**src/rtl/pwm_pkg.sv**
```systemverilog
// Shared types and constants for the PWM capture block.
package pwm_pkg;

    typedef enum logic [1:0] {
        WAIT_RISE = 2'd0,
        MEAS_HIGH = 2'd1,
        MEAS_LOW  = 2'd2
    } pwm_state_t;

    localparam int DUTY_SCALE = 1000;
    localparam int DUTY_W     = 10;

endpackage

```
**src/rtl/pwm_div.sv**
```systemverilog
// Sequential restoring divider, one quotient bit per cycle.
// The start cycle already produces the first bit, so a result takes NUM_W cycles.
module pwm_div
    import pwm_pkg::*;
#(
    parameter int NUM_W = 30,
    parameter int DEN_W = 20
) (
    input  logic             sys_clk,
    input  logic             sys_rst_n,
    input  logic             start,
    input  logic [NUM_W-1:0] num,
    input  logic [DEN_W-1:0] den,
    output logic             busy,
    output logic             done,
    output logic [NUM_W-1:0] quot
);
    localparam int CW = $clog2(NUM_W + 1);

    logic [NUM_W-1:0] num_q;
    logic [DEN_W-1:0] den_q;
    logic [DEN_W-1:0] rem_q;
    logic [CW-1:0]    cnt_q;

    logic             load;
    logic [NUM_W-1:0] cur_num;
    logic [DEN_W-1:0] cur_den;
    logic [DEN_W-1:0] cur_rem;
    logic [DEN_W:0]   trial;
    logic [DEN_W:0]   diff;
    logic             q_bit;
    logic [DEN_W-1:0] rem_nxt;

    assign load = start && !busy;

    always_comb begin
        cur_num = load ? num : num_q;
        cur_den = load ? den : den_q;
        cur_rem = load ? '0  : rem_q;
        trial   = {cur_rem, cur_num[NUM_W-1]};
        diff    = trial - {1'b0, cur_den};
        q_bit   = (trial >= {1'b0, cur_den});
        rem_nxt = q_bit ? diff[DEN_W-1:0] : trial[DEN_W-1:0];
    end

    // Quotient bits shift in at the bottom of num_q as dividend bits leave the top.
    always_ff @(posedge sys_clk or negedge sys_rst_n) begin
        if (!sys_rst_n) begin
            num_q <= '0;
            den_q <= '0;
            rem_q <= '0;
            cnt_q <= '0;
            busy  <= 1'b0;
            done  <= 1'b0;
        end else begin
            done <= 1'b0;
            if (load) begin
                num_q <= {num[NUM_W-2:0], q_bit};
                den_q <= den;
                rem_q <= rem_nxt;
                cnt_q <= CW'(NUM_W - 1);
                busy  <= 1'b1;
            end else if (busy) begin
                num_q <= {num_q[NUM_W-2:0], q_bit};
                rem_q <= rem_nxt;
                cnt_q <= cnt_q - CW'(1);
                if (cnt_q == CW'(1)) begin
                    busy <= 1'b0;
                    done <= 1'b1;
                end
            end
        end
    end

    assign quot = num_q;

endmodule

```
**src/rtl/pwm_capture.sv**
```systemverilog
// PWM high-time / period / duty capture with stuck-input detection.
// state     | meaning
// WAIT_RISE | no period in progress; counts idle cycles toward the stuck timeout
// MEAS_HIGH | after a rise; counting high time and period
// MEAS_LOW  | after the fall; counting the remainder of the period
module pwm_capture
    import pwm_pkg::*;
#(
    parameter int CNT_W   = 20,
    parameter int TIMEOUT = 1000000
) (
    input  logic              sys_clk,
    input  logic              sys_rst_n,
    input  logic              pwm_in,
    output logic [CNT_W-1:0]  high_cnt,
    output logic [CNT_W-1:0]  period_cnt,
    output logic [DUTY_W-1:0] duty_permille,
    output logic              meas_valid,
    output logic              meas_drop,
    output logic              level_stuck,
    output logic              stuck_level
);
    localparam int NUM_W = CNT_W + DUTY_W;
    localparam logic [CNT_W-1:0] ONE   = CNT_W'(1);
    localparam logic [CNT_W-1:0] TO_C  = CNT_W'(TIMEOUT);
    localparam logic [CNT_W-1:0] TO_M1 = CNT_W'(TIMEOUT - 1);

    logic sync1, sync2, sync3;
    logic rise, fall;

    pwm_state_t       state_q, state_d;
    logic [CNT_W-1:0] high_q, high_d;
    logic [CNT_W-1:0] per_q, per_d;
    logic [CNT_W-1:0] hi_lat_q, hi_lat_d;
    logic             complete;
    logic             timeout_hit;

    logic [CNT_W-1:0] pend_hi, pend_per;
    logic             div_busy, div_done;
    logic [NUM_W-1:0] div_num, div_quot;

    assign rise = sync2 && !sync3;
    assign fall = !sync2 && sync3;

    always_ff @(posedge sys_clk or negedge sys_rst_n) begin
        if (!sys_rst_n) begin
            state_q  <= WAIT_RISE;
            high_q   <= '0;
            per_q    <= '0;
            hi_lat_q <= '0;
        end else begin
            state_q  <= state_d;
            high_q   <= high_d;
            per_q    <= per_d;
            hi_lat_q <= hi_lat_d;
        end
    end

    // per_q doubles as the idle counter while waiting for a rise.
    always_comb begin
        state_d     = state_q;
        high_d      = high_q;
        per_d       = per_q;
        hi_lat_d    = hi_lat_q;
        complete    = 1'b0;
        timeout_hit = 1'b0;
        case (state_q)
            WAIT_RISE: begin
                if (rise) begin
                    state_d = MEAS_HIGH;
                    high_d  = ONE;
                    per_d   = ONE;
                end else if (fall) begin
                    per_d = '0;
                end else if (!level_stuck) begin
                    if (per_q >= TO_M1) timeout_hit = 1'b1;
                    else                per_d = per_q + ONE;
                end
            end
            MEAS_HIGH: begin
                if (fall) begin
                    hi_lat_d = high_q;
                    per_d    = per_q + ONE;
                    state_d  = MEAS_LOW;
                end else if (per_q >= TO_C) begin
                    timeout_hit = 1'b1;
                    state_d     = WAIT_RISE;
                    high_d      = '0;
                    per_d       = '0;
                end else begin
                    high_d = high_q + ONE;
                    per_d  = per_q + ONE;
                end
            end
            MEAS_LOW: begin
                if (rise) begin
                    complete = 1'b1;
                    state_d  = MEAS_HIGH;
                    high_d   = ONE;
                    per_d    = ONE;
                end else if (per_q >= TO_C) begin
                    timeout_hit = 1'b1;
                    state_d     = WAIT_RISE;
                    high_d      = '0;
                    per_d       = '0;
                end else begin
                    per_d = per_q + ONE;
                end
            end
            default: begin
                state_d = WAIT_RISE;
                high_d  = '0;
                per_d   = '0;
            end
        endcase
    end

    assign div_num   = NUM_W'(hi_lat_q) * NUM_W'(DUTY_SCALE);
    assign meas_drop = complete && div_busy;

    pwm_div #(
        .NUM_W(NUM_W),
        .DEN_W(CNT_W)
    ) u_div (
        .sys_clk  (sys_clk),
        .sys_rst_n(sys_rst_n),
        .start    (complete),
        .num      (div_num),
        .den      (per_q),
        .busy     (div_busy),
        .done     (div_done),
        .quot     (div_quot)
    );

    always_ff @(posedge sys_clk or negedge sys_rst_n) begin
        if (!sys_rst_n) begin
            sync1         <= 1'b0;
            sync2         <= 1'b0;
            sync3         <= 1'b0;
            pend_hi       <= '0;
            pend_per      <= '0;
            high_cnt      <= '0;
            period_cnt    <= '0;
            duty_permille <= '0;
            meas_valid    <= 1'b0;
            level_stuck   <= 1'b0;
            stuck_level   <= 1'b0;
        end else begin
            sync1 <= pwm_in;
            sync2 <= sync1;
            sync3 <= sync2;

            if (timeout_hit) begin
                level_stuck <= 1'b1;
                stuck_level <= sync2;
            end else if (rise || fall) begin
                level_stuck <= 1'b0;
            end

            // Pending values belong to the division in flight; only an accepted start replaces them.
            if (complete && !div_busy) begin
                pend_hi  <= hi_lat_q;
                pend_per <= per_q;
            end

            meas_valid <= div_done;
            if (div_done) begin
                high_cnt      <= pend_hi;
                period_cnt    <= pend_per;
                duty_permille <= (div_quot > NUM_W'(DUTY_SCALE)) ? DUTY_W'(DUTY_SCALE)
                                                                 : div_quot[DUTY_W-1:0];
            end
        end
    end

endmodule

```
**config.mk**
```make
export PLATFORM = sky130hd
export DESIGN_NAME = pwm_capture
export DESIGN_NICKNAME = d
export VERILOG_FILES = /design/src/rtl/pwm_pkg.sv /design/src/rtl/pwm_div.sv /design/src/rtl/pwm_capture.sv
export SDC_FILE = /design/constraint.sdc
export NUM_CORES = 1
export LEC_CHECK = 0
export CORE_MARGIN = 1
export CORE_UTILIZATION = 45
export DETAILED_ROUTE_END_ITERATION = 6
export PLACE_DENSITY = 0.71
export SLEW_MARGIN = 5
export SYNTH_ARGS = -nofsm -noshare
export SYNTH_HDL_FRONTEND = slang
export SYNTH_SLANG_ARGS = --single-unit
```
**constraint.sdc**
```tcl
create_clock -name sys_clk -period 20.2 [get_ports sys_clk]
set_input_delay 3.03 -clock sys_clk [delete_from_list [all_inputs] [get_ports sys_clk]]
set_output_delay 3.03 -clock sys_clk [all_outputs]
set_load 0.03 [all_outputs]
```
==> results.sh, run 1 <==
export IMPL_outcome="completed"
export IMPL_synth_top_family_by_area="adder cells"
export IMPL_start_util=0.4605
export IMPL_finalClockSkew_ps=9.547
export IMPL_synth_flop_cell="dfrtp_1"
export IMPL_htree_levels=1
export IMPL_synthSimpleGateAreaFrac=0.1466
export IMPL_fin_nets=1696
export IMPL_ys_warn_count=0
export IMPL_period_needed_ps=7445
export IMPL_ir_drop_uv=62.10
export IMPL_drt_iter0_markers=829
export IMPL_fp_dieH_um=182.4
export IMPL_place_area_mm2=0.01555
export IMPL_track_usage=0.1988
export IMPL_synth_compound_area_share=0.1369
export IMPL_clk_latency_ps=540
export IMPL_synth_edf_count=0
export IMPL_dp_hpwl_mm=22.51
export IMPL_powerDensity_mw_per_mm2=112.9
export IMPL_grt_pass1_vias=10862
export IMPL_final_seq_area_mm2=0.005882
export IMPL_gp_congestion=0.8807
export IMPL_wire_per_inst_um=15.86
export IMPL_power_leakage_uw=0.007785
export IMPL_clockBufferDepth=3
export IMPL_ctsResizeCount=0
export IMPL_fill_cells=2838
export IMPL_ant_nets=0
export IMPL_yosysSeqAreaShare=0.4016
export IMPL_die_area_mm2=0.03326
export IMPL_synth_cell_types=74
export IMPL_cts_setup_buffers=0
export IMPL_hold_viol=0
export IMPL_ctsHoldBuffers=0
export IMPL_syn_num_nets=1667
export IMPL_gr_total_overflow=0
export IMPL_viasPerCell=5.435
export IMPL_cp_required_ps=20620
export IMPL_syn_instance_count=1506
export IMPL_syn_area_mm2=0.01464
export IMPL_cp_max_fo=23
export IMPL_grt_antenna_before_repair=0
export IMPL_final_cell_area_mm2=0.01643
export IMPL_core_mm2=0.03180
export IMPL_wirelength_mm=31.56
export IMPL_drv_cap=0
export IMPL_synth_adder_area_share=0.1714
export IMPL_final_period_utilization=0.3686
export IMPL_syn2layout_area_growth_pct=12.22
export IMPL_setup_tns_ps=0
export IMPL_critPathLaunchType="flip-flop"
export IMPL_cts_tree="yes"
export IMPL_pin_count=57
export IMPL_drv_slew=0
export IMPL_vias=10815
export IMPL_drc=0
export IMPL_relSlewSlack=0.2463
export IMPL_drive_gt1_frac=0.09068
export IMPL_dp_slack_ps=12730
export IMPL_cts_buffers=26
export IMPL_synthXorXnorAreaFrac=0.02213
export IMPL_dr_pass1_iters=5
export IMPL_fmax_ghz=0.1343
export IMPL_hold_path_class="flip-flop to flip-flop"
export IMPL_holdWs_ps=356.4
export IMPL_syn_avg_cell_area_um2=9.723
export IMPL_synth_seq_cells=235
export IMPL_grt_max_degree=87
export IMPL_critPathKind="flip-flop to flip-flop"
export IMPL_worst_setup_path_end_kind="flip-flop"
export IMPL_multi_input_comb_area_mm2=0.007930
export IMPL_ys_async_sr_fraction=1.000
export IMPL_rsz0062_at_grt="no"
export IMPL_setup_ws_ps=12760
export IMPL_die_w_um=182.4
export IMPL_clkTransAtPathRegs_ps=70
export IMPL_worst_pin_slew_ps=1131
export IMPL_row_count=65
export IMPL_diodes=0
export IMPL_portBuffers=56
export IMPL_cp_data_arrival_time_ps=7870
export IMPL_root_buffer="clkbuf_16"
export IMPL_setup_viol=0
export IMPL_muxShareOfSynthArea=0.06417
export IMPL_clock_sinks=235
export IMPL_grt_pass1_wl_mm=54.22
==> where the power goes <==
group | internal (uW) | leakage [uW] | switching, uW | total [uW]
logic | 310 | 0.00421 | 436 | 746
registers | 552 | 0.00315 | 70.7 | 623
clock network | 290 | 0.000429 | 197 | 487
==> cells in the final DEF (no fill, tap or decap), types with 7 or more instances in the layout <==
cell	n
nor3_1	20
nand2b_1	7
inv_1	146
mux2_2	62
clkdlybuf4s50_1	55
xnor2_1	21
a21o_1	15
buf_4	10
nor2b_1	11
clkbuf_16	27
o21ai_0	78
nand4_1	16
nor2_1	91
a211oi_1	10
o21a_1	9
nand3_1	22
ha_1	87
nand2_1	190
dfrtp_1	234
a21oi_1	69
xor2_1	16
a31oi_1	10
or3_1	8
mux2i_1	23
o21ai_1	47
o31ai_1	14
fa_1	71
and2_1	37
o22ai_1	8
nor4_1	7
and3_1	26
==> metrics by stage <==
step                cells    util  power, uW
floorplan            1506       -       1202
global placement     1942  0.4890       1353
detailed placement   1942  0.4890       1373
CTS                  1990  0.5167       1867
global route         1990  0.5167       1992
finish               1990  0.5167       1855
==> synthesized netlist by cell type, drive strengths merged, types with 11 or more instances <==
cell	count	share of area
inv	147	0.038
mux2	63	0.048
o31ai	17	0.010
nand4	16	0.0068
and2	37	0.016
dfrtp	235	0.40
nand3	22	0.0075
ha	87	0.074
and3	27	0.012
fa	71	0.097
nand2	191	0.049
xor2	16	0.0096
a21oi	72	0.025
nor2b	11	0.0047
a21o	15	0.0077
nor2	92	0.024
mux2i	23	0.016
xnor2	21	0.013
o21ai	125	0.043
buf	25	0.0092
clkbuf	40	0.010
nor3	22	0.0082
a211oi	12	0.0068
==> final timing paths <==
check / startpoint / end / cells after the start / slack [ps]
worst max-delay path: hi_lat_q[2]$_DFFE_PN0P_ / u_div.rem_q[8]$_DFFE_PN0P_ / 23 / 12760
worst min-delay path: sync1$_DFF_PN0_ / sync2$_DFF_PN0_ / 0 / 360
worst max register to register: hi_lat_q[2]$_DFFE_PN0P_ / u_div.rem_q[8]$_DFFE_PN0P_ / 23 / 12760
worst min register to register: sync1$_DFF_PN0_ / sync2$_DFF_PN0_ / 0 / 360
max in group asynchronous: sys_rst_n / state_q[1]$_DFFE_PN0P_ / 3 / 15410
min in group asynchronous: sys_rst_n / meas_valid$_DFF_PN0_ / 1 / 2490
==> routing by layer <==
metal | GRT usage | vias up | wire (um)
met4 | 0.03899 | 0 | 428
met3 | 0.02554 | 31 | 1615
li1 | - | 5207 | -
met5 | 0 | - | 0
met2 | 0.3254 | 268 | 14620
met1 | 0.2841 | 5309 | 14900
==> area by class of cell <==
| type | count | share of cell area |
|---|---|---|
| clock buffer | 38 | 0.04668 |
| clock inverter | 10 | 0.007081 |
| inverter | 147 | 0.03358 |
| multi-input combinational | 1059 | 0.4826 |
| sequential | 235 | 0.3580 |
| tap | 435 | 0.03312 |
| timing repair buffer | 66 | 0.03899 |
==> registers in the layout, summed over array words and instances, names as in the netlist, 2 cells and up <==
name and cells:
duty_permille 10, u_div.quot 30, u_div.den_q 20, high_q 20
per_q 20, u_div.cnt_q 5, pend_hi 20, high_cnt 20
hi_lat_q 20, u_div.rem_q 20, pend_per 20, period_cnt 20
state_q 2
==> critical path: stages (launching register included) <==
cell	delay (ps)
dfrtp_1	490
inv_1	160
fa_1	590
fa_1	460
fa_1	560
inv_1	50
fa_1	450
ha_1	380
a2111oi_0	360
a21oi_1	120
a31oi_1	400
o21ai_1	220
a21oi_1	220
nor2_1	80
a211oi_1	280
ha_1	250
nor2b_1	70
o31ai_2	300
a211oi_2	140
nor4_2	400
nor3_2	120
or2_1	650
mux2i_1	250
a221o_1	320
==> logic make-up (layout without fill, tap and decap cells) <==
kind of cell	Yosys count	in the layout
buffers and inverters	212	261
multiplexers	86	86
AND/OR/NAND/NOR	458	458
flip-flops	235	235
AO/OA/AOI/OAI	320	320
adder cells (fa/ha/maj)	158	158
XOR/XNOR	37	37
(Power assumes the default switching activity.)
==> run 2, diff against run 1 <==
--- a/config.mk
+++ b/config.mk
@@ -8,7 +8,7 @@
 export CORE_MARGIN = 1
 export CORE_UTILIZATION = 45
 export DETAILED_ROUTE_END_ITERATION = 6
-export PLACE_DENSITY = 0.71
+export PLACE_DENSITY = 0.73
 export SLEW_MARGIN = 5
 export SYNTH_ARGS = -nofsm -noshare
 export SYNTH_HDL_FRONTEND = slang
==> constraint.sdc (replaced) <==
create_clock -name sys_clk -period 6.37 [get_ports sys_clk]
set_input_delay 0.9555 -clock sys_clk [delete_from_list [all_inputs] [get_ports sys_clk]]
set_output_delay 0.9555 -clock sys_clk [all_outputs]
set_load 0.03 [all_outputs]
==> results.sh, run 2 (synthesis gave the netlist of run 1 again) <==
export IMPL_final_seq_area_mm2=0.005886
export IMPL_final_common_cell="dfrtp_1"
export IMPL_largest_register_ffs=30
export IMPL_fin_cells=2069
export IMPL_diodes=0
export IMPL_pin_count=57
export IMPL_power_leakage_uw=0.008225
export IMPL_row_count=65
export IMPL_wire_per_inst_um=16.22
export IMPL_drc=0
export IMPL_drt_met1_wl_mm=15.75
export IMPL_hold_path_end="sync2$_DFF_PN0_"
export IMPL_die_w_um=182.4
export IMPL_cp_required_ps=6780
export IMPL_hold_viol=0
export IMPL_clockBufferDepth=3
export IMPL_final_period_utilization=0.9705
export IMPL_top_layer="met4"
export IMPL_multi_input_comb_area_mm2=0.008170
export IMPL_grt_pass1_wl_mm=56.24
export IMPL_die_area_mm2=0.03326
export IMPL_critPathKind="flip-flop to flip-flop"
export IMPL_ff2ff_path_depth=23
export IMPL_drt_iter0_markers=693
export IMPL_grt_antenna_before_repair=0
export IMPL_root_buffer="clkbuf_16"
export IMPL_p_total_uw=6462
export IMPL_drive_gt1_frac=0.1640
export IMPL_fin_nets=1774
export IMPL_cts_buffers=28
export IMPL_outcome="completed"
export IMPL_holdWs_ps=354.1
export IMPL_critPathLaunchType="flip-flop"
export IMPL_wl_met3_mm=1.462
export IMPL_hold_path_class="flip-flop to flip-flop"
export IMPL_vias=11218
export IMPL_worst_pin_slew_ps=1044
export IMPL_wirelength_mm=33.56
export IMPL_fill_cells=2692
export IMPL_route_met2_wl_mm=15.63
export IMPL_min_path_cells=0
export IMPL_fmax_ghz=0.1618
export IMPL_setup_tns_ps=0
export IMPL_core_mm2=0.03180
export IMPL_worst_setup_path_end_kind="flip-flop"
export IMPL_grt_max_degree=127
export IMPL_placed_cells=1997
export IMPL_gr_total_overflow=0
export IMPL_ir_drop_uv=196.9
export IMPL_start_util=0.4605
export IMPL_worstReg2RegEnd="u_div.rem_q[8]$_DFFE_PN0P_"
export IMPL_clk_latency_ps=550
export IMPL_drv_cap=0
export IMPL_setup_viol=0
export IMPL_clock_sinks=235
export IMPL_r2r_slack_ps=190
export IMPL_clkTransAtPathRegs_ps=60
export IMPL_final_cell_mix="dfrtp_1 (231), nand2_1 (190), inv_1 (132)"
export IMPL_cp_data_arrival_time_ps=6590
export IMPL_period_needed_ps=6182
export IMPL_powerDensity_mw_per_mm2=372.8
export IMPL_r2r_start="hi_lat_q[3]$_DFFE_PN0P_"
export IMPL_drv_slew=0
export IMPL_dr_pass1_iters=5
export IMPL_portBuffers=56
export IMPL_hp_start="sync1$_DFF_PN0_"
export IMPL_syn2layout_area_growth_pct=18.39
export IMPL_relSlewSlack=0.3020
export IMPL_cts_tree="yes"
export IMPL_ant_nets=0
export IMPL_viasPerCell=5.422
export IMPL_finalClockSkew_ps=19.94
export IMPL_track_usage=0.2072
export IMPL_dp_hpwl_mm=23.74
export IMPL_grt_pass1_vias=11235
export IMPL_fp_dieH_um=182.4
export IMPL_htree_levels=1
export IMPL_cp_max_fo=8
export IMPL_gp_congestion=0.8571
## run 2: cell types whose count changed in the layout (fill, tap and decap cells not counted), moves of 4 or more
cell / previous run / this run
fa_2: 0 / 5
fa_1: 71 / 66
a21oi_1: 69 / 65
inv_2: 1 / 15
inv_1: 146 / 132
ha_1: 87 / 80
ha_4: 0 / 5
buf_6: 0 / 4
buf_4: 10 / 81
## run 2: how the worst max path moves through the flow
stage	start	end	slack, ps	cells after the start
floorplan	hi_lat_q[2]$_DFFE_PN0P_	u_div.rem_q[12]$_DFFE_PN0P_	5	25
global placement	hi_lat_q[3]$_DFFE_PN0P_	u_div.rem_q[18]$_DFFE_PN0P_	-40	24
detailed placement	hi_lat_q[3]$_DFFE_PN0P_	u_div.rem_q[17]$_DFFE_PN0P_	-430	24
CTS	hi_lat_q[9]$_DFFE_PN0P_	u_div.rem_q[12]$_DFFE_PN0P_	10	24
global route	hi_lat_q[4]$_DFFE_PN0P_	u_div.rem_q[8]$_DFFE_PN0P_	-60	24
finish	hi_lat_q[3]$_DFFE_PN0P_	u_div.rem_q[8]$_DFFE_PN0P_	190	23
## run 2: where the power goes
group          total [uW]  switching (uW)  internal [uW]
clock network        1640             630           1010
logic                2820            1540           1270
registers            2000             253           1750
## run 2: per-layer routing
metal / track usage / vias to the layer above
met5: 0 / -
met4: 0.05412 / 0
met3: 0.02834 / 56
met2: 0.3376 / 258
met1: 0.2909 / 5545
li1: - / 5359
## run 2: area by class of cell
type                       instances  area share
sequential                       235      0.3395
clock buffer                      43     0.04778
clock inverter                     8    0.007001
tap                              435     0.03140
multi-input combinational       1059      0.4713
inverter                         147     0.03183
timing repair buffer             142     0.07117
## run 2: timing repair
item / in CTS / in global routing
setup endpoints to repair: 20 / 21
hold buffers: 0 / 0
resized for setup: 15 / 52
pin swaps: 4 / 42
setup buffers: 1 / 20
## run 2: stage by stage
| step | setup slack, ps | utilization | area (um2) |
|---|---|---|---|
| 5_1_grt | -60.86 | 0.5452 | 17340 |
| 2_1_floorplan | 5.253 | - | 14650 |
| 6_report | 187.9 | 0.5452 | 17340 |
| 4_1_cts | 12.66 | 0.5342 | 16990 |
| 3_3_place_gp | -37.92 | 0.5024 | 15980 |
| 3_5_place_dp | -426.1 | 0.5024 | 15980 |
## run 2: worst max-delay path, stage by stage (launching register included)
cell and delay [ps]:
dfrtp_1 350, inv_2 80, fa_1 570, fa_1 450
fa_1 480, fa_1 570, inv_2 50, ha_4 230
a2111oi_4 380, o21ai_2 130, a31oi_4 190, o21ai_2 110
a21oi_2 180, nor2_1 70, a211oi_2 270, ha_2 250
nor2b_2 70, o31ai_4 270, a211oi_2 130, nor4_2 350
nor3_2 80, or2_4 320, mux2i_1 140, a221o_1 340
